**config.mk**
```make
export PLATFORM = sky130hd
export DESIGN_NAME = pipe_ctrl_track
export DESIGN_NICKNAME = d
export VERILOG_FILES = /design/src/rtl/pipe_ctrl_track.sv
export SDC_FILE = /design/constraint.sdc
export NUM_CORES = 1
export LEC_CHECK = 0
export ABC_AREA = 1
export BUFFER_PORTS_ARGS = -buffer_cell sky130_fd_sc_hd__buf_2
export CORE_MARGIN = 1
export CORE_UTILIZATION = 35
export CTS_BUF_LIST = sky130_fd_sc_hd__clkbuf_4
export DETAILED_ROUTE_END_ITERATION = 6
export GPL_TIMING_DRIVEN = 0
export PLACE_DENSITY_LB_ADDON = 0.15
export SETUP_SLACK_MARGIN = 0.1
export SYNTH_ARGS = -nofsm -noshare
export SYNTH_HDL_FRONTEND = slang
export SYNTH_SLANG_ARGS = --single-unit
```
**constraint.sdc**
```tcl
create_clock -name clk -period 1.89 [get_ports clk]
set_clock_uncertainty 0.1 [all_clocks]
set_input_delay 0.0945 -clock clk [delete_from_list [all_inputs] [get_ports clk]]
set_output_delay 0.0945 -clock clk [all_outputs]
set_load 0.02 [all_outputs]
```
**src/rtl/pipe_ctrl_track.sv**
```systemverilog
// Pipeline-register tracking bank. Holds the PC and the IF/ID, ID/EX,
// EX/MEM and MEM/WB bookkeeping fields, applies the hazard detector's
// GO/HOLD/FLUSH code to each stage register on every rising edge, and keeps
// saturating stall/flush performance counters.

// One stage register. GO loads the upstream word, FLUSH loads the bubble
// word, and HOLD or the reserved code retains the current contents.
module pipe_stage_reg #(
    parameter int          W       = 40,
    parameter logic [W-1:0] RST_VAL = '0
) (
    input  logic         clk,
    input  logic         rst_n,
    input  logic [1:0]   ctrl,
    input  logic [W-1:0] d,
    output logic [W-1:0] q
);

    // Stage update: the reset value doubles as the flush bubble.
    always_ff @(posedge clk or negedge rst_n) begin
        if (!rst_n) begin
            q <= RST_VAL;
        end else begin
            case (ctrl)
                2'b00:   q <= d;
                2'b10:   q <= RST_VAL;
                default: q <= q;
            endcase
        end
    end

endmodule

module pipe_ctrl_track #(
    parameter logic [31:0] RESET_PC  = 32'h0000_0000,
    parameter logic [31:0] NOP_INSTR = 32'h5400_0000,
    parameter int          CNT_W     = 16
) (
    input  logic             clk,
    input  logic             rst_n,
    input  logic [31:0]      pc_next,
    input  logic             pc_enable,
    input  logic [31:0]      if_instr,
    input  logic             if_valid,
    input  logic [4:0]       id_rd,
    input  logic             id_regWr,
    input  logic             id_memRd,
    input  logic             id_memWr,
    input  logic [1:0]       if_id_ctrl,
    input  logic [1:0]       id_ex_ctrl,
    input  logic [1:0]       ex_mem_ctrl,
    input  logic [1:0]       mem_wb_ctrl,
    input  logic             cnt_clr,
    output logic [31:0]      pc,
    output logic [31:0]      id_instr,
    output logic [31:0]      ex_instr,
    output logic [31:0]      mem_instr,
    output logic             id_valid,
    output logic             ex_valid,
    output logic             mem_valid,
    output logic             wb_valid,
    output logic [4:0]       ex_rd,
    output logic [4:0]       mem_rd,
    output logic [4:0]       wb_rd,
    output logic             ex_memRd,
    output logic             ex_memWr,
    output logic             mem_memRd,
    output logic [CNT_W-1:0] stall_cnt,
    output logic [CNT_W-1:0] flush_cnt
);

    localparam int NUM_STAGES = 4;
    localparam logic [1:0] CTRL_FLUSH = 2'b10;

    typedef struct packed {
        logic        valid;
        logic [31:0] instr;
        logic [4:0]  rd;
        logic        mem_rd;
        logic        mem_wr;
    } stage_t;

    localparam int SW = $bits(stage_t);
    localparam stage_t STAGE_NOP = '{valid: 1'b0, instr: NOP_INSTR, rd: 5'd0,
                                     mem_rd: 1'b0, mem_wr: 1'b0};

    // Index 0 = IF/ID, 1 = ID/EX, 2 = EX/MEM, 3 = MEM/WB.
    stage_t [NUM_STAGES-1:0]   stg_d;
    stage_t [NUM_STAGES-1:0]   stg_q;
    logic   [NUM_STAGES-1:0][1:0] stg_ctrl;
    logic                      flush_any;

    assign stg_ctrl = {mem_wb_ctrl, ex_mem_ctrl, id_ex_ctrl, if_id_ctrl};

    // Upstream words. IF/ID carries no rd/mem flags yet; the decoded fields
    // join at the ID->EX load, with non-writers forced to R0 so they never
    // match a hazard compare. Invalid entries travel unchanged.
    always_comb begin
        stg_d[0] = '{valid: if_valid, instr: if_instr, rd: 5'd0,
                     mem_rd: 1'b0, mem_wr: 1'b0};
        stg_d[1] = '{valid: stg_q[0].valid, instr: stg_q[0].instr,
                     rd: id_regWr ? id_rd : 5'd0,
                     mem_rd: id_memRd, mem_wr: id_memWr};
        stg_d[2] = stg_q[1];
        stg_d[3] = stg_q[2];
    end

    for (genvar g = 0; g < NUM_STAGES; g++) begin : g_stage
        pipe_stage_reg #(
            .W       (SW),
            .RST_VAL (STAGE_NOP)
        ) u_stage (
            .clk   (clk),
            .rst_n (rst_n),
            .ctrl  (stg_ctrl[g]),
            .d     (stg_d[g]),
            .q     (stg_q[g])
        );
    end

    // PC register: loads only when the hazard detector enables it.
    always_ff @(posedge clk or negedge rst_n) begin
        if (!rst_n)         pc <= RESET_PC;
        else if (pc_enable) pc <= pc_next;
    end

    always_comb begin
        flush_any = 1'b0;
        for (int i = 0; i < NUM_STAGES; i++)
            if (stg_ctrl[i] == CTRL_FLUSH) flush_any = 1'b1;
    end

    // Saturating counters; clear wins over increment, even at saturation.
    always_ff @(posedge clk or negedge rst_n) begin
        if (!rst_n) begin
            stall_cnt <= '0;
            flush_cnt <= '0;
        end else if (cnt_clr) begin
            stall_cnt <= '0;
            flush_cnt <= '0;
        end else begin
            if (!pc_enable && stall_cnt != '1) stall_cnt <= stall_cnt + CNT_W'(1);
            if (flush_any  && flush_cnt != '1) flush_cnt <= flush_cnt + CNT_W'(1);
        end
    end

    assign id_instr  = stg_q[0].instr;
    assign id_valid  = stg_q[0].valid;
    assign ex_instr  = stg_q[1].instr;
    assign ex_valid  = stg_q[1].valid;
    assign ex_rd     = stg_q[1].rd;
    assign ex_memRd  = stg_q[1].mem_rd;
    assign ex_memWr  = stg_q[1].mem_wr;
    assign mem_instr = stg_q[2].instr;
    assign mem_valid = stg_q[2].valid;
    assign mem_rd    = stg_q[2].rd;
    assign mem_memRd = stg_q[2].mem_rd;
    assign wb_valid  = stg_q[3].valid;
    assign wb_rd     = stg_q[3].rd;

endmodule

```
==> results.sh, run 1 <==
export IMPL_status="completed"
export IMPL_number_of_synthesized_register_bits=182
export IMPL_yosys_area_top_type_share_pct=56.7
export IMPL_period_share_pct=91.7
export IMPL_multiInputGateArea_um2=2520
export IMPL_vias_per_cell=4.61
export IMPL_r2r_setup_slack_ns=0.16
export IMPL_worst_slew_pin_slew_ns=0.656
export IMPL_p_leak_uw=0.00583
export IMPL_cp_top_family="simple AND/OR/NAND/NOR gates"
export IMPL_routed_wirelength_mm=23.8
export IMPL_syn_nets=963
export IMPL_dr_pass1_iters=5
export IMPL_powerDensity_nw_per_um2=713
export IMPL_layout_drive_gt1_share_pct=26.5
export IMPL_route_met3_wl_mm=1.48
export IMPL_initial_utilization_pct=36.0
export IMPL_ys_dominant_reg_cell="dfrtp_1"
export IMPL_crit_path_max_fanout=7
export IMPL_count_of_distinct_cell_types_in_the_synthesized_netlist=27
export IMPL_worstSetupStartpointType="flop"
export IMPL_vias=7336
export IMPL_first_global_vias=7315
export IMPL_most_frequent_cells_in_the_layout="nand2_1 (298), buf_2 (264), dfrtp_1 (171), dlygate4sd3_1 (130), inv_1 (116)"
export IMPL_placement_rows=53
export IMPL_dr_first_iter_drc_count=226
export IMPL_topRoutingLayerUsed="met4"
export IMPL_gp_routability_congestion=0.817
export IMPL_count_of_yosys_warnings_during_synthesis=0
export IMPL_cp_cell_sequence="ha_4, nand2_2, nor2_4, nand2_2, nor2_4, nor2_4, nor2_4, buf_6, nand2_1, nand2_1"
export IMPL_final_setup_viol_count=0
export IMPL_route_detailed_wl_per_inst_um=14.9
export IMPL_clk_transition_reported_paths_ns=0.18
export IMPL_timing_final_max_slew_violations=0
export IMPL_critical_path_buffer_and_inverter_count=1
export IMPL_worst_ep_arrival_time_ns=2.13
export IMPL_cts_sinks=182
export IMPL_clock_tree_from_tritoncts="yes"
export IMPL_critical_path_endpoint_type="flop"
export IMPL_finalCriticalPeriod_ns=1.73
export IMPL_async_reset_ff_share_pct=100
export IMPL_cts_htree_levels=4
export IMPL_final_net_count=1390
export IMPL_timing_final_ws_setup_ns=0.156
export IMPL_area_growth_syn_to_layout_pct=45.0
export IMPL_post_route_drc_count=0
export IMPL_grt_antenna_before_repair=2
export IMPL_die_h_um=150
export IMPL_layout_cells_most_common="nand2_1"
export IMPL_clock_fmax_ghz=0.577
export IMPL_antenna_left=0
export IMPL_report_final_hold_viol_count=0
export IMPL_critical_path_class="reg2reg"
export IMPL_grt_max_degree=101
export IMPL_holdCritPathClass="in2reg"
export IMPL_design_die_area_um2=22400
export IMPL_syn_inst=876
export IMPL_syn_area_um2=7640
export IMPL_grt_remaining_overflow=0
export IMPL_synth_yosys_seq_area_share_pct=59.8
export IMPL_max_clock_path_buffers=2
export IMPL_synth_largest_area_cell="dfrtp_1"
export IMPL_global_route_usage_total_pct=21.5
export IMPL_design_portCount=267
export IMPL_nFillCells=2109
export IMPL_die_width_um=150
export IMPL_place_port_buffers=264
export IMPL_maxSlewHeadroom_pct=56.2
export IMPL_crit_path_top_delay_cell="dfrtp_1"
export IMPL_ir_worst_vdd_uv=404
export IMPL_hpwlAfterDp_mm=16.2
export IMPL_clock_tree_root_cell="clkbuf_4"
export IMPL_routedLengthMet1_mm=10.0
export IMPL_ff_latch_area_um2=4570
export IMPL_grt_setup_unrepaired="yes"
export IMPL_crit_path_frequent_cell="nor2_4"
export IMPL_clk_latency_ns=0.57
export IMPL_cap_violations=0
export IMPL_avgSynthCellArea_um2=8.72
export IMPL_core_region_area_um2=21200
export IMPL_met2RoutedLength_mm=11.5
export IMPL_worst_path_largest_cell_delay_ns=0.44
export IMPL_dpl_worst_slack_ns=0.00190
export IMPL_worst_slack_on_hold_paths_ns=0.00870
export IMPL_synth_edff_count=0
export IMPL_global_route_wire_length_before_repair_mm=37.2
export IMPL_netlist_top_cells_area="dfrtp_1 (57%), nand2_1 (15%), inv_1 (5.7%)"
export IMPL_cts_buffers=17
export IMPL_cp_data_required_time_ns=2.29
==> synthesized netlist by cell type, drive strengths merged (5+ instances only) <==
cell type / count
inv: 118
nand3: 29
o21ai: 82
a21oi: 6
nand2: 302
buf: 5
nor2: 52
clkbuf: 27
dfstp: 9
nand4: 17
dfrtp: 173
xor2: 6
o22ai: 36
==> layer usage <==
| layer | GRT usage [%] | vias up |
|---|---|---|
| met5 | 0 | - |
| met4 | 9.65 | 0 |
| met3 | 5.70 | 47 |
| met2 | 35.5 | 217 |
| met1 | 26.3 | 3462 |
| li1 | - | 3610 |
==> worst reg2reg max path, cell delays in order (launching register included) <==
cell     delay [ns]
dfrtp_1        0.44
ha_4           0.16
nand2_2        0.08
nor2_4         0.17
nand2_2        0.11
nor2_4         0.11
nor2_4         0.07
nor2_4         0.16
buf_6          0.15
nand2_1        0.05
nand2_1        0.07
==> layout make-up <==
class	instances	area share, %
Buffer	32	1.33
Inverter	119	4.03
Tap cell	275	3.11
Clock inverter	14	1.27
Timing Repair Buffer	408	25.0
Multi-Input combinational cell	543	22.8
Sequential cell	182	41.2
Clock buffer	18	1.22
Antenna cell	2	0.0452
==> what timing repair did <==
item	4_1_cts	5_1_grt
pin swaps	1	8
hold endpoints to repair	308	1
endpoints found under the setup margin	23	33
hold buffers	130	1
setup buffers	5	5
cloned	0	2
resized for setup	3	18
==> flip-flops by register name, summed over array words and instances (netlist names) <==
signal / flops
g_stage.u_stage.q: 118
stall_cnt: 16
flush_cnt: 16
pc: 32
==> kinds of logic (layout without fill, tap and decap cells) <==
logic type	Yosys count	in the layout	synth area share [%]
fa+ha+maj	2	2	0.327
buf+inv	151	591	7.68
simple gates	404	404	22.1
xor+xnor	9	9	1.03
flops	182	182	59.8
other cells	0	2	0
compound gates	128	128	9.12
==> per-stage QoR <==
step	power, µW	area (µm²)	setup TNS, ns	util (%)	std cells
2_1_floorplan	4960	7640	0	-	876
3_3_place_gp	5520	9310	-452.04	43.9	1415
3_5_place_dp	5540	9340	0	44.0	1416
4_1_cts	7990	11000	0	51.7	1583
5_1_grt	8310	11100	0	52.2	1593
6_report	7900	11100	0	52.2	1593
==> worst paths after layout <==
kind,start,end,cells past startpoint
min in group asynchronous,rst_n,g_stage[0].u_stage.q[13],3
hold / removal,id_ex_ctrl[1],g_stage[1].u_stage.q[37],4
hold reg to reg,pc[28],pc[28],2
setup / recovery,flush_cnt[1],flush_cnt[9],10
setup reg to reg,flush_cnt[1],flush_cnt[9],10
max in group asynchronous,rst_n,stall_cnt[8],4
==> where the power goes <==
group	internal, µW	switching (µW)	total [µW]
combinational	570	893	1460
sequential	4130	120	4250
clock	709	1480	2190
Note: power is estimated with default switching activity, not from simulation.
==> run 2: changes to the inputs <==
--- a/config.mk
+++ b/config.mk
@@ -13,6 +13,7 @@
 export DETAILED_ROUTE_END_ITERATION = 6
 export GPL_TIMING_DRIVEN = 0
 export PLACE_DENSITY_LB_ADDON = 0.15
+export REMOVE_ABC_BUFFERS = 1
 export SETUP_SLACK_MARGIN = 0.1
 export SYNTH_ARGS = -nofsm -noshare
 export SYNTH_HDL_FRONTEND = slang
==> constraint.sdc (replaced) <==
create_clock -name clk -period 1.6 [get_ports clk]
set_clock_uncertainty 0.1 [all_clocks]
set_input_delay 0.16 -clock clk [delete_from_list [all_inputs] [get_ports clk]]
set_output_delay 0.16 -clock clk [all_outputs]
set_load 0.02 [all_outputs]
==> run 2 against run 1 <==
Effect of this change:
- critical endpoint is now stall_cnt[6]
- largest cell class unchanged
- utilization grew 7.6 points
- non-clock buffer count grew 61
- flip-flop and latch count is the same
- the flow now finishes with violations (negative hold slack, negative setup slack)
- critical path type unchanged
==> results.sh, run 2 (synthesis results as in run 1) <==
export IMPL_grt_antenna_before_repair=1
export IMPL_cap_violations=0
export IMPL_final_instance_count_excl_fill=1656
export IMPL_largest_reg_flops=118
export IMPL_net_switching_power_figure_uw=3170
export IMPL_switching_share_pct=32.7
export IMPL_timing_final_max_slew_violations=0
export IMPL_critical_path_class="reg2reg"
export IMPL_failed_checks="negative hold slack, negative setup slack"
export IMPL_final_net_count=1454
export IMPL_layout_cell_area_non_filler_um2=12700
export IMPL_grt_remaining_overflow=0
export IMPL_ir_worst_vdd_uv=481
export IMPL_placed_area_um2=9220
export IMPL_area_growth_syn_to_layout_pct=66.0
export IMPL_antenna_left=0
export IMPL_reg_largest_list="g_stage.u_stage.q x118, pc x32"
export IMPL_r2r_setup_slack_ns=-0.14
export IMPL_max_clock_path_buffers=2
export IMPL_initial_utilization_pct=36.0
export IMPL_worst_ep_arrival_time_ns=2.15
export IMPL_clk_transition_reported_paths_ns=0.17
export IMPL_global_route_usage_total_pct=22.2
export IMPL_placement_rows=53
export IMPL_final_util_pct=59.8
export IMPL_clk_latency_ns=0.58
export IMPL_holdCritPathClass="in2reg"
export IMPL_gp_routability_congestion=0.781
export IMPL_most_frequent_cells_in_the_layout="nand2_1 (268), buf_2 (158), dfrtp_1 (155), dlygate4sd3_1 (143), buf_6 (122)"
export IMPL_grt_max_degree=94
export IMPL_dr_pass1_iters=5
export IMPL_nFillCells=1882
export IMPL_worst_slack_on_hold_paths_ns=-0.255
export IMPL_routed_wirelength_mm=25.9
export IMPL_global_route_wire_length_before_repair_mm=38.8
export IMPL_layout_cells_most_common="nand2_1"
export IMPL_clock_tree_from_tritoncts="yes"
export IMPL_first_global_vias=7620
export IMPL_comb_power_share_pct=20.8
export IMPL_clock_tree_root_cell="clkbuf_4"
export IMPL_crit_path_max_fanout=4
export IMPL_worst_slew_pin_slew_ns=1.05
export IMPL_p_leak_uw=0.00638
export IMPL_cts_sinks=182
export IMPL_core_region_area_um2=21200
export IMPL_largest_register="g_stage.u_stage.q"
export IMPL_grt_setup_unrepaired="yes"
export IMPL_report_power_total_uw=9700
export IMPL_critical_path_endpoint_type="flop"
export IMPL_cts_htree_levels=4
export IMPL_placed_cells_incl_taps=1386
export IMPL_vias=7637
export IMPL_maxSlewHeadroom_pct=30.0
export IMPL_dpl_worst_slack_ns=-0.898
export IMPL_route_detailed_wl_per_inst_um=15.6
export IMPL_status="complete, but fails checks"
export IMPL_vias_per_cell=4.61
export IMPL_power_internal_uw=6530
export IMPL_share_of_power_burned_in_registers_pct=52.1
export IMPL_cp_data_required_time_ns=2.00
export IMPL_report_final_hold_viol_count=3
export IMPL_cts_buffers=17
export IMPL_die_width_um=150
export IMPL_place_port_buffers=266
export IMPL_worstSetupStartpointType="flop"
export IMPL_period_share_pct=109
export IMPL_clock_fmax_ghz=0.574
export IMPL_timing_final_ws_setup_ns=-0.144
export IMPL_powerDensity_nw_per_um2=764
export IMPL_final_setup_viol_count=27
export IMPL_finalCriticalPeriod_ns=1.74
export IMPL_dr_first_iter_drc_count=289
export IMPL_design_portCount=267
export IMPL_clock_power_share_pct=27.0
export IMPL_hpwlAfterDp_mm=14.4
export IMPL_layout_drive_gt1_share_pct=35.7
export IMPL_post_route_drc_count=0
export IMPL_design_die_area_um2=22400
export IMPL_die_h_um=150
[run 2: final cells by class]
type / count / area [µm²] / area share [%]
sequential: 182 / 4590 / 36.2
timing repair buffer: 501 / 4260 / 33.6
multi-input combinational: 544 / 2720 / 21.4
inverter: 119 / 458 / 3.61
tap: 275 / 344 / 2.71
clock inverter: 14 / 160 / 1.26
clock buffer: 18 / 135 / 1.07
timing repair inverter: 2 / 15.0 / 0.118
antenna: 1 / 2.50 / 0.0197
[run 2: layer usage]
metal	vias up	track usage [%]	part of all wire (%)	routed length [µm]
met5	-	0	0	0
met4	0	5.40	1.3	327
met3	22	6.22	7.0	1800
met2	218	39.1	51	13300
met1	3651	26.6	40	10400
li1	3746	-	-	-
[run 2: power by group through the flow]
stage | registers, µW | logic [µW] | clock network, µW
after global placement | 5100 | 1390 | 0
after global routing | 5090 | 2180 | 2920
after CTS | 5020 | 1790 | 2730
after detailed placement | 5110 | 1410 | 0
after floorplan | 5450 | 362 | 0
final | 5060 | 2020 | 2620
[run 2: repair_timing]
| action | CTS | global route |
|---|---|---|
| pin swaps | 16 | 30 |
| cloned | 1 | 3 |
| hold buffers | 141 | 3 |
| buffers inserted | 47 | 43 |
| endpoints found under the setup margin | 108 | 182 |
| hold endpoints to repair | 206 | 9 |
| gates resized for setup | 117 | 212 |
[run 2: per-stage QoR]
stage	hold WS, ns	TNS [ns]
global route	-0.337	-4.14
global placement	0.262	-615.55
detailed placement	0.125	-78.82
floorplan	-0.236	-6.70
finish	-0.255	-1.60
CTS	-0.336	-0.584
[run 2: worst max-delay path, stage by stage (launching register included)]
cell,delay (ns)
dfrtp_1,0.46
ha_4,0.20
nand2_4,0.07
nor2_4,0.05
nand2_4,0.07
nor2_4,0.05
buf_6,0.11
nor3_4,0.27
clkbuf_16,0.22
nand2_2,0.04
nand2_1,0.06
[run 2: path summary, 6_finish.rpt]
kind                                from                        to  cells past startpoint
max in group asynchronous          rst_n  g_stage[1].u_stage.q[14]                      3
hold reg to reg                    pc[5]                     pc[5]                      2
setup / recovery            stall_cnt[0]              stall_cnt[6]                     10
hold / removal             id_ex_ctrl[0]  g_stage[1].u_stage.q[37]                      2
setup reg to reg            stall_cnt[0]              stall_cnt[6]                     10
min in group asynchronous          rst_n                    pc[23]                      2
